File: src/rtl/spi_rom_responder.sv
// spi_rom_responder: SPI flash-ROM target for the serial READ (03h) stream.
// Decodes the command and 24-bit address from MOSI and fetches bytes from a
// synchronous ROM read port. Bytes are shifted MSB-first onto MISO, and the
// address auto-increments after each byte.
// All SPI pins are oversampled by clk. Chip select is active-high.
// Optional feature macro: SPI_ROM_FAST_READ_EN
//   defined   -> FAST_READ (0Bh) is accepted, with 8 dummy clocks before data
//   undefined -> 0Bh is unsupported and the responder ignores the transfer
// ROM port timing: rom_data reflects rom_addr one clk after rom_addr changes.
//   The responder therefore captures the prefetch byte two clk after it
//   updates rom_addr.
// dbg_state exposes the FSM state encoding for checkers.
module spi_rom_responder #(
  parameter int ADDR_BITS = 11
) (
  input  logic                 clk,
  input  logic                 reset_n,
  input  logic                 spi_cs,
  input  logic                 spi_sclk,
  input  logic                 spi_mosi,
  output logic                 spi_miso,
  output logic [ADDR_BITS-1:0] rom_addr,
  input  logic [7:0]           rom_data,
  output logic                 active,
  output logic [2:0]           dbg_state
);

`ifdef SPI_ROM_FAST_READ_EN
  typedef enum logic [2:0] {
    ST_IDLE   = 3'd0,
    ST_CMD    = 3'd1,
    ST_ADDR   = 3'd2,
    ST_DUMMY  = 3'd3,
    ST_DATA   = 3'd4,
    ST_IGNORE = 3'd5
  } state_t;
`else
  typedef enum logic [2:0] {
    ST_IDLE   = 3'd0,
    ST_CMD    = 3'd1,
    ST_ADDR   = 3'd2,
    ST_DATA   = 3'd4,
    ST_IGNORE = 3'd5
  } state_t;
`endif

  localparam logic [ADDR_BITS-1:0] ADDR_ONE = {{(ADDR_BITS-1){1'b0}}, 1'b1};

  state_t state, state_nxt;

  // Synchronizer stages.
  // The third stage holds the level/strobe outputs used by the FSM.
  logic cs_s1, cs_s2, cs_lvl, cs_rise;
  logic sclk_s1, sclk_s2, sclk_d, sclk_rise, sclk_fall;
  logic mosi_s1, mosi_s2, mosi_smp;

  // Protocol datapath
  logic [4:0]           bit_cnt;
  logic [6:0]           cmd_sr;
  logic [ADDR_BITS-1:0] addr_sr;
  logic [6:0]           shift_sr;
  logic [7:0]           prefetch;
  logic [1:0]           fetch_pipe;
  logic [7:0]           cmd_word;
  logic [ADDR_BITS-1:0] addr_word;
`ifdef SPI_ROM_FAST_READ_EN
  logic                 fast_flag;
`endif

  assign cmd_word  = {cmd_sr, mosi_smp};
  assign addr_word = {addr_sr[ADDR_BITS-2:0], mosi_smp};
  assign active    = (state != ST_IDLE);
  assign dbg_state = state;

  // Two-FF synchronizers, then a registered edge detect on the third stage.
  always_ff @(posedge clk or negedge reset_n) begin
    if (!reset_n) begin
      cs_s1     <= 1'b0;
      cs_s2     <= 1'b0;
      cs_lvl    <= 1'b0;
      cs_rise   <= 1'b0;
      sclk_s1   <= 1'b0;
      sclk_s2   <= 1'b0;
      sclk_d    <= 1'b0;
      sclk_rise <= 1'b0;
      sclk_fall <= 1'b0;
      mosi_s1   <= 1'b0;
      mosi_s2   <= 1'b0;
      mosi_smp  <= 1'b0;
    end else begin
      cs_s1     <= spi_cs;
      cs_s2     <= cs_s1;
      cs_lvl    <= cs_s2;
      cs_rise   <= cs_s2 & ~cs_lvl;
      sclk_s1   <= spi_sclk;
      sclk_s2   <= sclk_s1;
      sclk_d    <= sclk_s2;
      sclk_rise <= sclk_s2 & ~sclk_d;
      sclk_fall <= ~sclk_s2 & sclk_d;
      mosi_s1   <= spi_mosi;
      mosi_s2   <= mosi_s1;
      mosi_smp  <= mosi_s2;
    end
  end

  // FSM state register
  always_ff @(posedge clk or negedge reset_n) begin
    if (!reset_n) begin
      state <= ST_IDLE;
    end else begin
      state <= state_nxt;
    end
  end

  // Next-state logic. A low chip select overrides everything else.
  always_comb begin
    state_nxt = state;
    case (state)
      ST_IDLE: begin
        if (cs_rise) state_nxt = ST_CMD;
      end
      ST_CMD: begin
        if (sclk_rise && bit_cnt == 5'd7) begin
          if (cmd_word == 8'h03) begin
            state_nxt = ST_ADDR;
`ifdef SPI_ROM_FAST_READ_EN
          end else if (cmd_word == 8'h0B) begin
            state_nxt = ST_ADDR;
`endif
          end else begin
            state_nxt = ST_IGNORE;
          end
        end
      end
      ST_ADDR: begin
        if (sclk_rise && bit_cnt == 5'd23) begin
`ifdef SPI_ROM_FAST_READ_EN
          state_nxt = fast_flag ? ST_DUMMY : ST_DATA;
`else
          state_nxt = ST_DATA;
`endif
        end
      end
`ifdef SPI_ROM_FAST_READ_EN
      ST_DUMMY: begin
        if (sclk_rise && bit_cnt == 5'd7) state_nxt = ST_DATA;
      end
`endif
      ST_DATA:   state_nxt = ST_DATA;
      ST_IGNORE: state_nxt = ST_IGNORE;
      default:   state_nxt = ST_IDLE;
    endcase
    if (!cs_lvl) state_nxt = ST_IDLE;
  end

  // Datapath:
  //  - shift command and address bits on SCLK rises
  //  - emit data bits on SCLK falls
  //  - run the ROM prefetch
  always_ff @(posedge clk or negedge reset_n) begin
    if (!reset_n) begin
      spi_miso   <= 1'b0;
      rom_addr   <= '0;
      bit_cnt    <= 5'd0;
      cmd_sr     <= 7'd0;
      addr_sr    <= '0;
      shift_sr   <= 7'd0;
      prefetch   <= 8'd0;
      fetch_pipe <= 2'b00;
`ifdef SPI_ROM_FAST_READ_EN
      fast_flag  <= 1'b0;
`endif
    end else begin
      fetch_pipe <= {fetch_pipe[0], 1'b0};
      if (fetch_pipe[1]) prefetch <= rom_data;

      if (!cs_lvl) begin
        // Deselect discards any partial command or address.
        spi_miso   <= 1'b0;
        bit_cnt    <= 5'd0;
        cmd_sr     <= 7'd0;
        addr_sr    <= '0;
        shift_sr   <= 7'd0;
        fetch_pipe <= 2'b00;
`ifdef SPI_ROM_FAST_READ_EN
        fast_flag  <= 1'b0;
`endif
      end else begin
        case (state)
          ST_IDLE: begin
            spi_miso <= 1'b0;
            bit_cnt  <= 5'd0;
          end
          ST_CMD: begin
            if (sclk_rise) begin
              cmd_sr <= cmd_word[6:0];
              if (bit_cnt == 5'd7) begin
                bit_cnt <= 5'd0;
`ifdef SPI_ROM_FAST_READ_EN
                fast_flag <= (cmd_word == 8'h0B);
`endif
              end else begin
                bit_cnt <= bit_cnt + 5'd1;
              end
            end
          end
          ST_ADDR: begin
            if (sclk_rise) begin
              addr_sr <= addr_word;
              if (bit_cnt == 5'd23) begin
                bit_cnt    <= 5'd0;
                rom_addr   <= addr_word;
                fetch_pipe <= 2'b01;
              end else begin
                bit_cnt <= bit_cnt + 5'd1;
              end
            end
          end
`ifdef SPI_ROM_FAST_READ_EN
          ST_DUMMY: begin
            spi_miso <= 1'b0;
            if (sclk_rise) begin
              bit_cnt <= (bit_cnt == 5'd7) ? 5'd0 : bit_cnt + 5'd1;
            end
          end
`endif
          ST_DATA: begin
            if (sclk_fall) begin
              if (bit_cnt == 5'd0) begin
                shift_sr   <= prefetch[6:0];
                spi_miso   <= prefetch[7];
                rom_addr   <= rom_addr + ADDR_ONE;
                fetch_pipe <= 2'b01;
              end else begin
                spi_miso <= shift_sr[6];
                shift_sr <= {shift_sr[5:0], 1'b0};
              end
              bit_cnt <= (bit_cnt == 5'd7) ? 5'd0 : bit_cnt + 5'd1;
            end
          end
          ST_IGNORE: begin
            spi_miso <= 1'b0;
          end
          default: begin
            spi_miso <= 1'b0;
          end
        endcase
      end
    end
  end

endmodule

File: config.mk
export PLATFORM = sky130hd
export DESIGN_NAME = spi_rom_responder
export DESIGN_NICKNAME = d
export VERILOG_FILES = /design/src/rtl/spi_rom_responder.sv
export SDC_FILE = /design/constraint.sdc
export NUM_CORES = 1
export LEC_CHECK = 0
export ABC_AREA = 1
export CAP_MARGIN = 20
export CORE_MARGIN = 2
export CORE_UTILIZATION = 35
export CTS_CLUSTER_DIAMETER = 30
export DETAILED_ROUTE_END_ITERATION = 16
export RECOVER_POWER = 25
export SYNTH_ARGS = -nofsm -noshare
export SYNTH_HDL_FRONTEND = slang
export SYNTH_SLANG_ARGS = --single-unit
File: constraint.sdc
create_clock -name clk -period 1.49 [get_ports clk]
set_clock_uncertainty 0.05 [all_clocks]
set_input_delay 0.447 -clock clk [delete_from_list [all_inputs] [get_ports clk]]
set_output_delay 0.447 -clock clk [all_outputs]
set_load 0.005 [all_outputs]
* Yosys cells after proc, flatten, opt, wreduce, memory -nomap -nowiden
Index checks and enable logic that the tools add are counted.
** Word-level totals
- Register bits :: 66
- Input port bits :: 13
- Output and inout bits :: 16
- Word-level logic and storage cells :: 105
** Cells by class
- Add/sub/neg operators :: 2
- Equal/unequal tests :: 24
- Mux-type cells :: 38
- Bitwise logic cells :: 6
- Reduce and logical (&&, ||, !) cells :: 14
** Operators with widths (count)
- $mux 7 :: 7
- $mux 11 :: 4
- $mux 10 :: 3
- $mux 5 :: 6
- $pmux 11 s2 :: 1
- $pmux 5 s4 :: 1
- $ne 3x3->1 const B :: 6
- $mux 3 :: 5
- $pmux 3 s5 :: 1
- $add 11x1->11 const B :: 1
- $mux 2 :: 5
- $ne 2x1->1 const B :: 5
- $ne 2x2->1 const B :: 5
- $eq 8x2->1 const B :: 1
- $reduce_and 2->1 :: 4
- $eq 3x3->1 const B :: 2
- $reduce_and 6->1 :: 1
- $add 5x1->5 const B :: 1
- $eq 5x3->1 const B :: 1
- $eq 5x5->1 const B :: 1
- $logic_not 5->1 :: 1
- $ne 5x1->1 const B :: 1
- $pmux 2 s2 :: 1
- $reduce_and 4->1 :: 1
- 12 further kinds :: 19

* Longest topological paths before layout
Gate-level depths: netlist (run 1).
- Word-level depth :: 5
- Depth in mapped cells :: 11

* Least setup slack after synthesis (run 1)
Ideal clock, no wire load.
- Path kind :: register to register
- Start :: reg bit_cnt[0]
- End :: reg rom_addr[4]
- Library setup time :: 121 ps
- Arrival time :: 1366 ps
- Slack :: -47 ps
- Cell stages (with the launch flop) :: 11
- Buffers on the path :: 1
- Cells stage by stage :: dfrtp_1 > inv_1 > ha_1 > nand2_1 > nor2_4 > nand3_4 > nand2_4 > nand2_4 > inv_4 > buf_6 > o21ai_1
** Between the ends
- Longest elaborated chain between the ends :: 3
** Ends and longest elaborated chain
- start: declaration :: RTL line 58 : logic [4:0] bit_cnt;
- start signal: assignment :: RTL line 203 : bit_cnt <= bit_cnt + 5'd1;
- start signal: assignment :: RTL line 215 : bit_cnt <= bit_cnt + 5'd1;
- start signal: assignment :: RTL line 238 : bit_cnt <= (bit_cnt == 5'd7) ? 5'd0 : bit_cnt + 5'd1;
- $eq 5x5->1 / $logic_not 5->1 (equally long branches) :: RTL line 210, 229
- $ne 2x2->1 (no line)
- $reduce_and 6->1 (no line) (*)
- end signal: assignment :: RTL line 212 : rom_addr <= addr_word;
- end signal: assignment :: RTL line 232 : rom_addr <= rom_addr + ADDR_ONE;
- end: declaration :: RTL line 22 : output logic [ADDR_BITS-1:0] rom_addr,
Mark *: on every way between the ends. The rest lies on a longest branch, timed or not.
A chain may end at the register's enable or synchronous reset.

* Final worst setup path (run 1)
- Start :: reg state[0], in the netlist dbg_state[0]
- End :: out active
** Between the ends
- Longest elaborated chain between the ends :: 1
** Ends and longest elaborated chain
- start: declaration :: RTL line 49 : state_t state, state_nxt;
- start signal: assignment :: RTL line 111 : state <= state_nxt;
- $reduce_bool 3->1 :: RTL line 72 : assign active = (state != ST_IDLE);
- end: declaration :: RTL line 24 : output logic active,
No other way between the ends.

==> results of run 1 <==
==> registers in the layout, indices dropped and copies added, names as in the netlist, 2 cells and up <==
signal / count
shift_sr: 7
addr_sr: 10
cmd_sr: 7
rom_addr: 11
bit_cnt: 5
fetch_pipe: 2
dbg_state: 3
prefetch: 8
==> metrics by stage <==
stage	utilization [%]	std cells
2_1_floorplan	-	401
3_3_place_gp	43.7	578
3_5_place_dp	43.7	578
4_1_cts	50.3	620
5_1_grt	52.6	626
6_report	52.6	626
==> power groups by stage <==
| stage | Combinational [mW] | Clock [mW] | Sequential [mW] |
|---|---|---|---|
| floorplan | 0.725 | 0 | 2.06 |
| global placement | 1.32 | 0 | 2.06 |
| detailed placement | 1.33 | 0 | 2.07 |
| CTS | 1.71 | 1.60 | 2.02 |
| global route | 2.21 | 1.71 | 2.05 |
| finish | 2.04 | 1.57 | 2.03 |
==> critical path: stages, from the launching register on <==
cell	delay (ps)
dfrtp_1	400
buf_6	130
nor2_4	100
nand2_2	50
buf_2	120
==> what timing repair did <==
item / 4_1_cts / 5_1_grt
endpoints found under the setup margin: 35 / 52
buffers inserted: 24 / 8
gates cloned: 2 / 1
gates resized for setup: 98 / 77
pin swaps: 13 / 18
==> per-layer routing <==
| metal | wire length [um] | part of all wire [%] | track usage, % | vias to the layer above |
|---|---|---|---|---|
| met5 | 0 | 0 | 0 | - |
| met4 | 167 | 2.0 | 7.69 | 0 |
| met3 | 339 | 4.1 | 4.72 | 19 |
| met2 | 4110 | 49 | 26.8 | 65 |
| met1 | 3700 | 44 | 22.2 | 1455 |
| li1 | - | - | - | 1524 |
==> final cells by class <==
| type | count | area (sq um) |
|---|---|---|
| Clock buffer | 12 | 155 |
| Clock inverter | 4 | 50.0 |
| Fill cell | 803 | 4340 |
| Inverter | 49 | 200 |
| Multi-Input combinational cell | 277 | 1690 |
| Sequential cell | 66 | 1650 |
| Tap cell | 111 | 139 |
| Timing Repair Buffer | 106 | 920 |
| Timing Repair inverter | 1 | 11.3 |
==> worst paths after layout <==
| check | start | to |
|---|---|---|
| worst min-delay path | reset_n | rom_addr[7] |
| max in group asynchronous | reset_n | bit_cnt[0] |
| worst max-delay path | dbg_state[0] | active |
| worst max register to register | dbg_state[2] | rom_addr[0] |
| min in group clk | sclk_s1 | sclk_s2 |
| worst min register to register | sclk_s1 | sclk_s2 |
==> cells in the mapped netlist (all sizes together) (5+ instances only) <==
master	count
nand2	125
dfrtp	66
nand3	49
inv	48
o21ai	38
nor2	23
a21oi	10
buf	9
nand4	6
mux2	5
o22ai	5
==> cell families (layout without fill, tap and decap cells) <==
| kind of cell | count (synthesis) | in the layout | share of synthesized area (%) |
|---|---|---|---|
| DFF | 66 | 66 | 50.7 |
| AOI/OAI and AO/OA | 58 | 58 | 9.72 |
| xor gates and xnor gates | 1 | 1 | 0.269 |
| and+or+nand+nor | 209 | 210 | 28.8 |
| buffers and inverters | 59 | 172 | 7.61 |
| muxes | 5 | 5 | 1.73 |
| adders and majority gates | 3 | 3 | 1.15 |
==> out/summary.md, run 1 <==
* effective utilization at floorplan: 35.6%
* total negative slack for setup checks: -2530 ps
* GRT Resource Usage Total: 17.1%
* Placed Area: 4000 sq um
* cell depth of the worst flop-to-flop path: 11
* combinational share of power: 36.2%
* Rel. slew slack: 40.6%
* leakage power summed over all cells: 2.38 nW
* number of instances in the synthesized netlist: 401
* Arr. time, crit path: 1160 ps
* post-placement setup slack: -120 ps
* DRC Markers: 0
* Power Internal: 3.79 mW
* final RePlAce weighted congestion: 0.871
* post-synthesis net count: 417
* power per cell area: 1170 nW/um^2
* type of the worst setup path: flip-flop to primary output
* Avg WL per Cell: 13.3 um
* unrepaired setup endpoints after global routing: true
* switching share of total power: 32.9%
* clk sinks: 66
* CTS clock-pin slew for the worst setup and hold paths: 80 ps
* Cell Area, Synth: 3260 sq um
* First DRT Iteration DRCs: 109
* maximum root-to-sink buffer count: 2
* first-pass iteration count of the detailed router: 5
* share of synthesized registers carrying an async set or reset: 100%
* most used cells in the layout excluding fill and tap cells: nand2_1, dfrtp_1, buf_4
* commonest non-fill, non-tap cell in the layout: nand2_1
* antenna cell count: 0
* Top Ports: 29
* worst hold slack: 266 ps
* TritonCTS clock tree: yes
* Detail Route Antenna Nets: 0
* detailed-route vias per instance: 4.89
* insertion delay of the later-clocked pin in the worst-skew pair: 360 ps
* NumNets Final: 526
* classification of the worst-slack hold path: primary input to async pin
* global route total overflow: 0
* cell types with the largest area share after synthesis: dfrtp_1, nand2_1, nand3_1
* failing checks: negative setup slack
* HPWL after DPL: 5090 um
* Peak Freq: 604 MHz
* switching component of the power: 1.86 mW
* wire length reported by the detailed router: 8320 um
* Critical Path Start Type: flip-flop
* Period minus WS final: 1660 ps
* maximum fanout encountered on the critical timing path: 2
* share of post-route cells with drive strength above 1: 35.9%
* post-route design area: 4810 sq um
* Port-buffer cells: 28
* minimum setup slack among reg-to-reg paths: -160 ps
* hold buffer count at CTS: 0
* VDD IR-drop max: 744 uV
* sequential power share: 36.0%
* fraction of post-synthesis cell area in the top cell type by area: 50.7%
* number of pins with negative max-slew slack in the final report: 0
* max capacitance violation total: 0
* pin slew with the least headroom to its limit: 891 ps
* synthesis-to-finish area growth: 47.8%
* number of hold violations in the final report: 0
* Final Setup Violations: 29
* root buffer cell: clkbuf_8
* mean instance size in the synthesized netlist: 8.12 sq um
* largest net degree at the start of global routing: 67
* vias in the first global route: 3010
* PnR Total Power: 5.65 mW
* x dimension of the die: 100 um
* status: finished with violations
* via count of the routed design: 3063
* number of placement rows: 35
* die area: 10100 sq um
* Netlist cell types: 33
* Crit. End Element: primary output
* critical path data required time: 990 ps
* CTS H-tree depth: 3
* global-route wire length before repair: 13600 um
* period utilisation layout: 111%
* initial antenna violation count: 0
* Final WS setup: -166 ps
* post-synthesis register bit count: 66
* cell type contributing the most total cell area after synthesis: dfrtp_1
* number of buffers created by CTS: 9
* share of synthesized area occupied by flip-flops and latches: 50.7%
* number of enable flip-flop cells after synthesis: 0
* Vert. Die Dim: 100 um
* Core ar.: 9150 sq um
* synth warn: 0
* prevailing post-synth register cell: dfrtp_1
* portion of total power attributed to the clock network: 27.8%
No activity file was read; power rests on OpenSTA's default activity.
==> run 2, diff against run 1 <==
--- a/config.mk
+++ b/config.mk
@@ -8,9 +8,10 @@
 export ABC_AREA = 1
 export CAP_MARGIN = 20
 export CORE_MARGIN = 2
-export CORE_UTILIZATION = 35
+export CORE_UTILIZATION = 52
 export CTS_CLUSTER_DIAMETER = 30
 export DETAILED_ROUTE_END_ITERATION = 16
+export PLACE_DENSITY = 0.76
 export RECOVER_POWER = 25
 export SYNTH_ARGS = -nofsm -noshare
 export SYNTH_HDL_FRONTEND = slang
==> run 2 against run 1 <==
  * The flow still finishes with violations (negative setup slack)
  * Combinational power shrank 17%
  * Core utilization is 25 points higher
  * Power shrank 1.4%
  * Sequential share of layout area grew 1.2 points
==> out/summary.md, run 2 (synthesized netlist as in run 1, its figures left out) <==
* power per cell area: 1200 nW/um^2, +2.1%
* detailed-route vias per instance: 5.45, +11%
* global-route wire length before repair: 13200 um, -3.3%
* unrepaired setup endpoints after global routing: true
* Arr. time, crit path: 1760 ps, +600 ps
* critical path data required time: 1680 ps, +690 ps
* number of placement rows: 28, -20%
* vias in the first global route: 2941, -2.3%
* initial antenna violation count: 0, unchanged
* GRT Resource Usage Total: 23.4%, +6.3 points
* commonest non-fill, non-tap cell in the layout: nand2_1
* final RePlAce weighted congestion: 0.936, +7.5%
* die area: 6910 sq um, -32%
* wire length reported by the detailed router: 8880 um, +6.8%
* insertion delay of the later-clocked pin in the worst-skew pair: 350 ps, about the same
* Final Setup Violations: 16, -45%
* worst hold slack: 264 ps, -1.88 ps
* Detail Route Antenna Nets: 0, unchanged
* effective utilization at floorplan: 54.4%, +19 points
* First DRT Iteration DRCs: 236, +120%
* Crit. End Element: flip-flop
* leading registers by flop count: rom_addr: 11 flops, addr_sr: 10 flops, prefetch: 8 flops
* fin util: 77.6%, +25 points
* via count of the routed design: 3138, +2.4%
* maximum fanout encountered on the critical timing path: 7, +5
* Rel. slew slack: 39.1%, -1.5 points
* root buffer cell: clkbuf_8
* most used cells in the layout excluding fill and tap cells: nand2_1, dfrtp_1, buf_4
* number of buffers created by CTS: 9, unchanged
* NumNets Final: 512, -2.7%
* largest reg by FF count: rom_addr
* TritonCTS clock tree: yes
* first-pass iteration count of the detailed router: 5, unchanged
* share of post-route cells with drive strength above 1: 32.9%, -3.0 points
* classification of the worst-slack hold path: primary input to async pin
* largest net degree at the start of global routing: 67, unchanged
* Critical Path Start Type: flip-flop
* cell depth of the worst flop-to-flop path: 9, -2
* crit-path max cell delay: 400 ps, about the same
* post-route design area: 4650 sq um, -3.4%
* Final WS setup: -81.0 ps, +84.9 ps
* CTS clock-pin slew for the worst setup and hold paths: 80 ps, about the same
* Vert. Die Dim: 83.1 um, -17%
* antenna cell count: 0, unchanged
* x dimension of the die: 83.1 um, -17%
* Critical Path End: rom_addr[3]
* status: finished with violations
* Placed Area: 3900 sq um, -2.4%
* ordered cell list for the critical path: buf_6, inv_4, nand2_4, nor2_8, buf_4, clkbuf_16, o21ai_0, nand2_2, o21ai_1
* source of the critical timing path: dbg_state[1]
* Avg WL per Cell: 15.4 um, +16%
* leakage power summed over all cells: 2.41 nW, +1.5%
* type of the worst setup path: flip-flop to flip-flop
* minimum setup slack among reg-to-reg paths: -80 ps, +80 ps
* failing checks: negative setup slack
* PnR Total Power: 5.57 mW, -1.4%
* area occupied by registers: 1650 sq um, about the same
* worst reg2reg startpoint: dbg_state[1]
* synthesis-to-finish area growth: 42.7%
* VDD IR-drop max: 932 uV, +25%
* Top Ports: 29, unchanged
* flip-flop count of the largest register after layout: 11, unchanged
* number of pins with negative max-slew slack in the final report: 0, unchanged
* clk sinks: 66, unchanged
* max capacitance violation total: 0, unchanged
* period utilisation layout: 105%, -5.7 points
* global route total overflow: 0, unchanged
* maximum root-to-sink buffer count: 2, unchanged
* Period minus WS final: 1570 ps, -84.9 ps
* pin slew with the least headroom to its limit: 913 ps, +22.4 ps
* CTS H-tree depth: 3, unchanged
* post-placement setup slack: -78.3 ps, +41.3 ps
* cell at the slowest stage of the critical path: dfrtp_1
* DRC Markers: 0, unchanged
* Core ar.: 5990 sq um, -35%
* Peak Freq: 637 MHz, +5.4%
* worst reg2reg endpoint: rom_addr[3]
* Port-buffer cells: 28, unchanged
* area taken by multi-input logic gates: 1640 sq um, -2.7%
* number of fillers in the final layout: 398, -50%
* HPWL after DPL: 4980 um, -2.2%
* number of hold violations in the final report: 0, unchanged
run 2: worst max-delay path: cells and delay by family, from the launching register on:
family	cells	cell delay (ps)
buf+inv	4	520
flops	1	400
compound gates	2	180
simple gates	3	320
run 2: worst min path at each step:
| stage | startpoint | to | slack [ps] |
|---|---|---|---|
| after global routing | mosi_s2 | mosi_smp | 300 |
| after global placement | mosi_s2 | mosi_smp | 280 |
| after detailed placement | mosi_s2 | mosi_smp | 290 |
| after floorplan | reset_n | addr_sr[0] | 100 |
| after CTS | reset_n | cs_rise | 70 |
| final | reset_n | sclk_rise | 260 |
run 2: layout make-up:
| class | count | area share (%) |
|---|---|---|
| sequential | 66 | 35.6 |
| multi-input combinational | 277 | 35.3 |
| clock inverter | 7 | 2.53 |
| inverter | 49 | 4.28 |
| tap | 75 | 2.02 |
| timing repair inverter | 1 | 0.350 |
| timing repair buffer | 92 | 17.3 |
| clock buffer | 9 | 2.66 |
run 2: report_power, final:
part	total (mW)	leakage [nW]	internal [mW]	switching (mW)
registers	2.03	0.878	1.94	0.0933
logic	1.69	1.41	0.782	0.908
clock network	1.85	0.123	1.11	0.736
run 2: stage by stage:
step,TNS [ps],instances
final,-609,576
after global routing,-2200,576
after CTS,-197,564
after detailed placement,-919,535
after global placement,-290,535
after floorplan,0,401
run 2: timing repair:
item                                    CTS  global route
hold buffers                              0             0
gates resized for setup                  55            82
buffers inserted                         13             8
cloned                                    0             4
endpoints found under the setup margin   39            46
pin swaps                                 3            25
run 2: layer usage:
metal / global-route usage (%) / vias to the layer above / wire [um] / share of wire, %
met5: 0 / - / 0 / 0
met4: 6.56 / 0 / 229 / 2.6
met3: 5.37 / 26 / 411 / 4.6
met2: 39.4 / 105 / 4590 / 52
met1: 30.6 / 1505 / 3650 / 41
li1: - / 1502 / - / -
